File: src/rtl/pipeline_hazard_ctrl.sv
// -----------------------------------------------------------------------------
// pipeline_hazard_ctrl
//
// Central stall / flush / forwarding controller for a 5-stage RISC-V pipeline
// (IF/ID/EX/MEM/WB). It keeps shadow copies of the register-usage fields of the
// instructions in EX, MEM and WB, and from them derives:
//   - pipeline register enables and synchronous flushes,
//   - the PC enable,
//   - the EX-stage operand forwarding selects,
//   - sequencing for multi-cycle divides and data-memory wait states.
//
// Ports:
//   clk, reset                  clock; asynchronous active-high reset
//   id_rs1, id_rs2, id_rd       register addresses of the ID instruction
//   id_uses_rs1, id_uses_rs2    ID instruction actually reads rs1 / rs2
//   id_reg_write                ID instruction writes rd
//   id_mem_read                 ID instruction is a load
//   id_is_div                   ID instruction is a divide/remainder
//   ex_branch_mispredict        branch resolved in EX was mispredicted
//   dmem_stall                  data memory not ready for the MEM access
//   pc_enable                   PC register enable
//   if_id/id_ex/ex_mem/mem_wb_enable  pipeline register enables
//   if_id/id_ex/ex_mem_flush    load a NOP into that register on the next
//                               enabled edge
//   fwd_a_sel, fwd_b_sel        0 = register file, 1 = EX/MEM, 2 = MEM/WB
//   div_busy                    divide in EX still computing
//
// Handshake note: there is no valid/ready pairing here. Every enable is a
// per-cycle "advance" qualifier; a flush only takes effect when the matching
// enable is also high on that edge.
// -----------------------------------------------------------------------------
module pipeline_hazard_ctrl #(
    parameter int REG_ADDR_WIDTH = 5,
    parameter int DIV_CYCLES     = 32
) (
    input  logic                      clk,
    input  logic                      reset,
    input  logic [REG_ADDR_WIDTH-1:0] id_rs1,
    input  logic [REG_ADDR_WIDTH-1:0] id_rs2,
    input  logic                      id_uses_rs1,
    input  logic                      id_uses_rs2,
    input  logic [REG_ADDR_WIDTH-1:0] id_rd,
    input  logic                      id_reg_write,
    input  logic                      id_mem_read,
    input  logic                      id_is_div,
    input  logic                      ex_branch_mispredict,
    input  logic                      dmem_stall,
    output logic                      pc_enable,
    output logic                      if_id_enable,
    output logic                      id_ex_enable,
    output logic                      ex_mem_enable,
    output logic                      mem_wb_enable,
    output logic                      if_id_flush,
    output logic                      id_ex_flush,
    output logic                      ex_mem_flush,
    output logic [1:0]                fwd_a_sel,
    output logic [1:0]                fwd_b_sel,
    output logic                      div_busy
);

    localparam int                      CNT_W    = $clog2(DIV_CYCLES) + 1;
    localparam logic [CNT_W-1:0]        DIV_LAST = CNT_W'(DIV_CYCLES - 1);
    localparam logic [REG_ADDR_WIDTH-1:0] REG_X0 = '0;

    // Control case selected this cycle, in priority order.
    localparam logic [2:0] CASE_NORMAL   = 3'd0;
    localparam logic [2:0] CASE_DMEM     = 3'd1;
    localparam logic [2:0] CASE_DIV      = 3'd2;
    localparam logic [2:0] CASE_FLUSH    = 3'd3;
    localparam logic [2:0] CASE_LOAD_USE = 3'd4;

    localparam logic [1:0] FWD_RF  = 2'd0;
    localparam logic [1:0] FWD_MEM = 2'd1;
    localparam logic [1:0] FWD_WB  = 2'd2;

    // EX shadow
    logic [REG_ADDR_WIDTH-1:0] ex_rs1;
    logic [REG_ADDR_WIDTH-1:0] ex_rs2;
    logic [REG_ADDR_WIDTH-1:0] ex_rd;
    logic                      ex_reg_write;
    logic                      ex_mem_read;
    logic                      ex_is_div;
    // MEM / WB shadows
    logic [REG_ADDR_WIDTH-1:0] mem_rd;
    logic                      mem_reg_write;
    logic [REG_ADDR_WIDTH-1:0] wb_rd;
    logic                      wb_reg_write;

    logic [CNT_W-1:0]          div_cnt;

    logic                      load_use;
    logic                      div_busy_int;
    logic [2:0]                ctrl_case;

    // Un-forced control values; the reset override is applied at the ports.
    logic c_pc_en, c_if_id_en, c_id_ex_en, c_ex_mem_en, c_mem_wb_en;
    logic c_if_id_fl, c_id_ex_fl, c_ex_mem_fl;
    logic [1:0] c_fwd_a, c_fwd_b;

    // ------------------------------------------------------------------
    // Hazard detection and case selection
    // ------------------------------------------------------------------
    always_comb begin
        load_use = ex_mem_read && ex_reg_write && (ex_rd != REG_X0) &&
                   ((id_uses_rs1 && (id_rs1 == ex_rd)) ||
                    (id_uses_rs2 && (id_rs2 == ex_rd)));

        // Last divide cycle is not busy: the result is ready and EX drains.
        div_busy_int = ex_is_div && (div_cnt != DIV_LAST);

        if (dmem_stall)                ctrl_case = CASE_DMEM;
        else if (div_busy_int)         ctrl_case = CASE_DIV;
        else if (ex_branch_mispredict) ctrl_case = CASE_FLUSH;
        else if (load_use)             ctrl_case = CASE_LOAD_USE;
        else                           ctrl_case = CASE_NORMAL;
    end

    always_comb begin
        c_pc_en     = 1'b1;
        c_if_id_en  = 1'b1;
        c_id_ex_en  = 1'b1;
        c_ex_mem_en = 1'b1;
        c_mem_wb_en = 1'b1;
        c_if_id_fl  = 1'b0;
        c_id_ex_fl  = 1'b0;
        c_ex_mem_fl = 1'b0;
        case (ctrl_case)
            CASE_DMEM: begin
                c_pc_en     = 1'b0;
                c_if_id_en  = 1'b0;
                c_id_ex_en  = 1'b0;
                c_ex_mem_en = 1'b0;
                c_mem_wb_en = 1'b0;
            end
            CASE_DIV: begin
                // Front end frozen behind the divide; bubbles flow into MEM.
                c_pc_en     = 1'b0;
                c_if_id_en  = 1'b0;
                c_id_ex_en  = 1'b0;
                c_ex_mem_fl = 1'b1;
            end
            CASE_FLUSH: begin
                c_if_id_fl  = 1'b1;
                c_id_ex_fl  = 1'b1;
            end
            CASE_LOAD_USE: begin
                // Hold the consumer in ID, send a bubble into EX.
                c_pc_en     = 1'b0;
                c_if_id_en  = 1'b0;
                c_id_ex_fl  = 1'b1;
            end
            default: ;
        endcase
    end

    // ------------------------------------------------------------------
    // Forwarding: the younger producer (MEM) wins over WB.
    // ------------------------------------------------------------------
    function automatic logic [1:0] fwd_sel(
        input logic [REG_ADDR_WIDTH-1:0] src,
        input logic [REG_ADDR_WIDTH-1:0] m_rd,
        input logic                      m_we,
        input logic [REG_ADDR_WIDTH-1:0] w_rd,
        input logic                      w_we
    );
        if (m_we && (m_rd != REG_X0) && (m_rd == src))      return FWD_MEM;
        else if (w_we && (w_rd != REG_X0) && (w_rd == src)) return FWD_WB;
        else                                                return FWD_RF;
    endfunction

    always_comb begin
        c_fwd_a = fwd_sel(ex_rs1, mem_rd, mem_reg_write, wb_rd, wb_reg_write);
        c_fwd_b = fwd_sel(ex_rs2, mem_rd, mem_reg_write, wb_rd, wb_reg_write);
    end

    // ------------------------------------------------------------------
    // Output stage: reset forces a benign "everything flows" pattern.
    // ------------------------------------------------------------------
    always_comb begin
        pc_enable     = reset | c_pc_en;
        if_id_enable  = reset | c_if_id_en;
        id_ex_enable  = reset | c_id_ex_en;
        ex_mem_enable = reset | c_ex_mem_en;
        mem_wb_enable = reset | c_mem_wb_en;
        if_id_flush   = ~reset & c_if_id_fl;
        id_ex_flush   = ~reset & c_id_ex_fl;
        ex_mem_flush  = ~reset & c_ex_mem_fl;
        fwd_a_sel     = reset ? FWD_RF : c_fwd_a;
        fwd_b_sel     = reset ? FWD_RF : c_fwd_b;
        div_busy      = ~reset & div_busy_int;
    end

    // ------------------------------------------------------------------
    // Shadow registers and divide counter
    // ------------------------------------------------------------------
    always_ff @(posedge clk or posedge reset) begin
        if (reset) begin
            ex_rs1        <= '0;
            ex_rs2        <= '0;
            ex_rd         <= '0;
            ex_reg_write  <= 1'b0;
            ex_mem_read   <= 1'b0;
            ex_is_div     <= 1'b0;
            mem_rd        <= '0;
            mem_reg_write <= 1'b0;
            wb_rd         <= '0;
            wb_reg_write  <= 1'b0;
            div_cnt       <= '0;
        end else begin
            if (c_id_ex_en) begin
                if (c_id_ex_fl) begin
                    ex_rs1       <= '0;
                    ex_rs2       <= '0;
                    ex_rd        <= '0;
                    ex_reg_write <= 1'b0;
                    ex_mem_read  <= 1'b0;
                    ex_is_div    <= 1'b0;
                end else begin
                    ex_rs1       <= id_rs1;
                    ex_rs2       <= id_rs2;
                    ex_rd        <= id_rd;
                    ex_reg_write <= id_reg_write;
                    ex_mem_read  <= id_mem_read;
                    ex_is_div    <= id_is_div;
                end
            end

            if (c_ex_mem_en) begin
                if (c_ex_mem_fl) begin
                    mem_rd        <= '0;
                    mem_reg_write <= 1'b0;
                end else begin
                    mem_rd        <= ex_rd;
                    mem_reg_write <= ex_reg_write;
                end
            end

            if (c_mem_wb_en) begin
                wb_rd        <= mem_rd;
                wb_reg_write <= mem_reg_write;
            end

            // Counter wraps on the final cycle, so it is back at zero when
            // the divide leaves EX.
            if (ex_is_div && !dmem_stall) begin
                if (div_cnt == DIV_LAST) div_cnt <= '0;
                else                     div_cnt <= div_cnt + CNT_W'(1);
            end
        end
    end

endmodule

File: config.mk
export PLATFORM = sky130hd
export DESIGN_NAME = pipeline_hazard_ctrl
export DESIGN_NICKNAME = d
export VERILOG_FILES = /design/src/rtl/pipeline_hazard_ctrl.sv
export SDC_FILE = /design/constraint.sdc
export NUM_CORES = 1
export LEC_CHECK = 0
export ABC_CLOCK_PERIOD_IN_PS = 3350
export CORE_MARGIN = 5
export CORE_UTILIZATION = 48
export DETAILED_ROUTE_END_ITERATION = 10
export GPL_TIMING_DRIVEN = 0
export HOLD_SLACK_MARGIN = 0.08
export PLACE_DENSITY = 0.76
export SKIP_CTS_REPAIR_TIMING = 1
export SLEW_MARGIN = 10
export SYNTH_ARGS = -nofsm -noshare
export SYNTH_HDL_FRONTEND = slang
export SYNTH_SLANG_ARGS = --single-unit
File: constraint.sdc
create_clock -name clk -period 3.35 [get_ports clk]
set_input_delay 0.8375 -clock clk [delete_from_list [all_inputs] [get_ports clk]]
set_output_delay 0.8375 -clock clk [all_outputs]
set_load 0.05 [all_outputs]
-- Yosys cells after proc, flatten, opt, wreduce, memory -nomap -nowiden
Cells that the tools add are included.
- equality and inequality tests: 12
- bitwise logic cells: 8
- mux-type cells: 25
- add/subtract/negate cells: 1
- reductions and logical operators: 21
- operators by type and width (operator ; count):
    $eq 5x5->1 ; 6
    $mux 5 ; 4
    $reduce_bool 5->1 ; 3
    $logic_and 1x1->1 ; 13
    $mux 2 ; 6
    $mux 3 ; 4
    $mux 1 ; 10
    $add 6x1->6 const B ; 1
    $eq 3x2->1 const B ; 2
    $eq 6x5->1 const B ; 1
    $mux 6 ; 1
    $ne 6x5->1 const B ; 1
    $and 1x1->1 ; 4
    $reduce_or 2->1 ; 2
    $eq 3x1->1 const B ; 1
    $eq 3x3->1 const B ; 1
    $or 1x1->1 ; 3
    $reduce_or 3->1 ; 1
    $logic_not 1->1 ; 1
    $logic_or 1x1->1 ; 1
    $not 1->1 ; 1
- bits in registers: 36
- word-level logic and storage cells: 78

-- Depth between registers and ports, before layout
- depth after elaboration: 12
- depth in mapped cells: 8
- gate-level depth less buffers: 5

-- Worst setup path before layout
Ideal clock, no wire load.
- path kind: input-to-output
- start: input port reset
- end: output port fwd_b_sel[1]
- data required time: 2.513 ns
- path buffers: 0
- cell stages on the path: 4
- data arrival time: 3.855 ns
- setup slack: -1.342 ns
- cells stage by stage: inv_1 o211ai_1 or4_1 nor4_1
- word-level cells in the longest chain between the ends: 1
- ends and longest elaborated chain (what ; RTL line ; source):
    start, declared ; 37 ; input logic reset,
    $mux 2 ; 189 ; fwd_b_sel = reset ? FWD_RF : c_fwd_b;
    end, declared ; 57 ; output logic [1:0] fwd_b_sel,
Every way passes these cells.

-- Final worst setup path
Same ends and word-level chain as after synthesis.

==> results.yml <==
status:
  run_status: "finished, final reports clean"
worst_setup_path:
  cp_data_arrival_time_ps: 2470
  worst_setup_path_end_kind: "primary output"
  critical_path_type: "in2out"
  critical_path_peak_fanout: 9
  crit_path_cell_trace: "clkbuf_2, clkinvlp_4, o211ai_1, or4_1, nor4_4, clkbuf_2"
  worst_path_most_repeated_cell: "sky130_fd_sc_hd__clkbuf_2"
  required_ps: 2510
  critical_path.reg2reg.startpoint: "div_cnt[0]"
  worst-path-buf-inv: 3
  worst_path_max_delay_cell: "sky130_fd_sc_hd__or4_1"
  cp_top_family: "buffers and inverters"
  worst_setup_path_startpoint: "reset"
  stage_delay_of_the_slowest_cell_on_the_critical_path_ps: 600
  timing.critical_path.from_type: "input pin"
die:
  die_x_um: 78.3
  die_h_um: 78.3
  std_cell_rows: 24
  core_region_area_um2: 4440
  boundary_pins: 37
  dieArea_um2: 6130
  initial_utilization_pct: 50.4
global_route:
  grt_util_all_layers_pct: 19.3
  grt_start_max_net_pins: 41
  grt_pass1_wl_um: 9490
  grt_pass1_vias: 1948
  overflow: 0
  antenna_found_initial: 0
place:
  place_ws_ps: -1520
  numPlacedInstances: 344
  postPlaceCellArea_um2: 2730
  placed_wire_length_estimate_um: 4050
  io_buffers: 35
  routabilityCongestion: 0.888
logic_synthesis:
  synth_seq_cells: 36
  synthesis.area_per_instance_um2: 8.71
  total_nets_after_synthesis: 282
  ys_top_cells_by_area: "sky130_fd_sc_hd__dfrtp_1 40%, sky130_fd_sc_hd__nand2_1 9.7%, sky130_fd_sc_hd__xnor2_1 8.2%, sky130_fd_sc_hd__o211ai_1 6.4%, sky130_fd_sc_hd__nor2b_1 5.0%"
  dominant_cell_type_by_area_after_synthesis: "sky130_fd_sc_hd__dfrtp_1"
  synth_top_area_share_pct: 40.2
  synth_cells: 257
  synth.distinct_cells: 36
  yosysWarningCount: 0
  share_of_synthesized_area_occupied_by_flip_flops_and_latches_pct: 40.2
  post_synth_instance_area_um2: 2240
layout:
  areaGrowthSynthToFinish_pct: 28.2
  layout.cell_area.non_filler_um2: 2870
  layout.cells.most_common: "sky130_fd_sc_hd__nand2_1"
  final_layout_size_suffix_gt1_share_pct: 15.7
  final_cell_mix: "58 x sky130_fd_sc_hd__nand2_1, 36 x sky130_fd_sc_hd__dfrtp_1, 25 x sky130_fd_sc_hd__clkdlybuf4s50_1, 21 x sky130_fd_sc_hd__xnor2_1, 20 x sky130_fd_sc_hd__nand3_1"
  num-nets-final: 329
  insertedDiodeCount: 0
  final_util_pct: 64.6
  finish.cell_count_without_fillers: 357
clock_network:
  worst_setup_hold_path_clk_slew_ps: 70
  clkSinkCount: 36
  cts-root-buf: "sky130_fd_sc_hd__clkbuf_8"
  clock_tree.buffer_depth: 2
  worstSkewPairLatency_ps: 290
  cts_tree: "built"
  clock_tree.htree_level_count: 2
  numCtsBuffers: 5
detailed_routing:
  routed_wl_um: 5620
  detail_route.drc_violations: 0
  drt_pass1_iterations: 4
  route.antenna.remaining_nets: 0
  vias: 1963
  route.detailed.vias_per_inst: 5.50
  drt_initial_violations: 109
  post_drt_wl_per_cell_um: 15.7
sta:
  period_share_pct: 98.8
  whs_ps: 517
  max_slew.worst_pin.slew_ps: 878
  finalClockSkew_ps: 4.86
  finalHoldViolations: 0
  timing.final.ws_setup_ps: 40.7
  worst_slew_margin_rel_pct: 41.2
  drv_slew: 0
  maxClockFrequency_ghz: 0.302
  finalSetupViolCount: 0
  final.min_clock_period_ps: 3310
  post_route_setup_tns_ps: 0
hold_path:
  holdCritPathClass: "reg2reg"
  min-delay-start: "div_cnt[2]"
power:
  p_total_mw: 1.58
  max-vdd-ir-drop_mv: 0.323
  leakage_nw: 1.24
  power.density_nw_per_um2: 549
job:
  drv.max_cap_violation_count: 0
[flip-flops by register name, summed over array words and instances (netlist names)]
| register | cells |
|---|---|
| wb_reg_write | 1 |
| ex_rs1 | 5 |
| ex_reg_write | 1 |
| ex_mem_read | 1 |
| ex_is_div | 1 |
| div_cnt | 6 |
| mem_rd | 5 |
| ex_rs2 | 5 |
| wb_rd | 5 |
| ex_rd | 5 |
| mem_reg_write | 1 |
[routing by layer]
layer / vias to the layer above / GRT usage, % / wire length [um]
met5: - / 0 / 0
met4: 0 / 4.90 / 24
met3: 4 / 3.55 / 195
met2: 39 / 32.7 / 2780
met1: 936 / 25.7 / 2610
li1: 984 / - / -
[power by group]
group          switching [mW]  internal (mW)
Sequential              0.160          0.548
Combinational           0.243          0.248
Clock                   0.158          0.220
Total                   0.561           1.02
[cell families (layout without fill, tap and decap cells)]
group,Yosys count,in the layout,share of synthesized area [%]
and+or+nand+nor,121,121,26.3
AOI/OAI and AO/OA,39,39,12.4
DFF,36,36,40.2
xor gates and xnor gates,33,33,12.9
buffers and inverters,21,69,4.64
muxes,6,6,3.02
adders and majority gates,1,1,0.559
[synthesized netlist by cell type]
master                      instances
sky130_fd_sc_hd__nand2b_1           1
sky130_fd_sc_hd__nor4_2             1
sky130_fd_sc_hd__nor3b_1            1
sky130_fd_sc_hd__nand4_1            3
sky130_fd_sc_hd__nand3_1           20
sky130_fd_sc_hd__inv_1              4
sky130_fd_sc_hd__nor2b_1           18
sky130_fd_sc_hd__xnor2_1           21
sky130_fd_sc_hd__and3_1             1
sky130_fd_sc_hd__buf_1              1
sky130_fd_sc_hd__and2_1             1
sky130_fd_sc_hd__o31ai_1            1
sky130_fd_sc_hd__nor4_1             3
sky130_fd_sc_hd__xor2_1            12
sky130_fd_sc_hd__mux2_2             6
sky130_fd_sc_hd__a22o_1             1
sky130_fd_sc_hd__a31o_2             1
sky130_fd_sc_hd__o211ai_1          19
sky130_fd_sc_hd__nand2_1           58
sky130_fd_sc_hd__a21o_1             2
sky130_fd_sc_hd__a21oi_1            2
sky130_fd_sc_hd__clkbuf_1           7
sky130_fd_sc_hd__a41oi_1            1
sky130_fd_sc_hd__or4_1              6
sky130_fd_sc_hd__buf_4              3
sky130_fd_sc_hd__nor2_1             3
sky130_fd_sc_hd__o21ai_2            1
sky130_fd_sc_hd__ha_1               1
sky130_fd_sc_hd__buf_6              1
sky130_fd_sc_hd__o22ai_1            1
sky130_fd_sc_hd__nor3_1             5
sky130_fd_sc_hd__o2111ai_2          1
sky130_fd_sc_hd__o21ai_0            8
sky130_fd_sc_hd__buf_2              5
sky130_fd_sc_hd__dfrtp_1           36
sky130_fd_sc_hd__a31oi_1            1
[cell type report]
class	count	area [um2]
fillers	384	1570
multi-input cells	200	1290
flip-flops and latches	36	901
repair buffers	38	358
plain buffers	17	118
clock buffers	5	68.8
well taps	52	65.1
clock inverters	3	42.5
inverters	4	18.8
repair inverters	2	10.0
[worst paths after layout]
kind                                 to  slack (ps)  cells past startpoint
max                        fwd_b_sel[1]          40                      6
max in group asynchronous     mem_rd[3]        2030                      2
max reg2reg                  div_cnt[1]        1530                      6
min                          div_cnt[2]         520                      1
min reg2reg                  div_cnt[2]         520                      1
min in group asynchronous  ex_reg_write         760                      2
No activity file was read; power rests on OpenSTA's default activity.
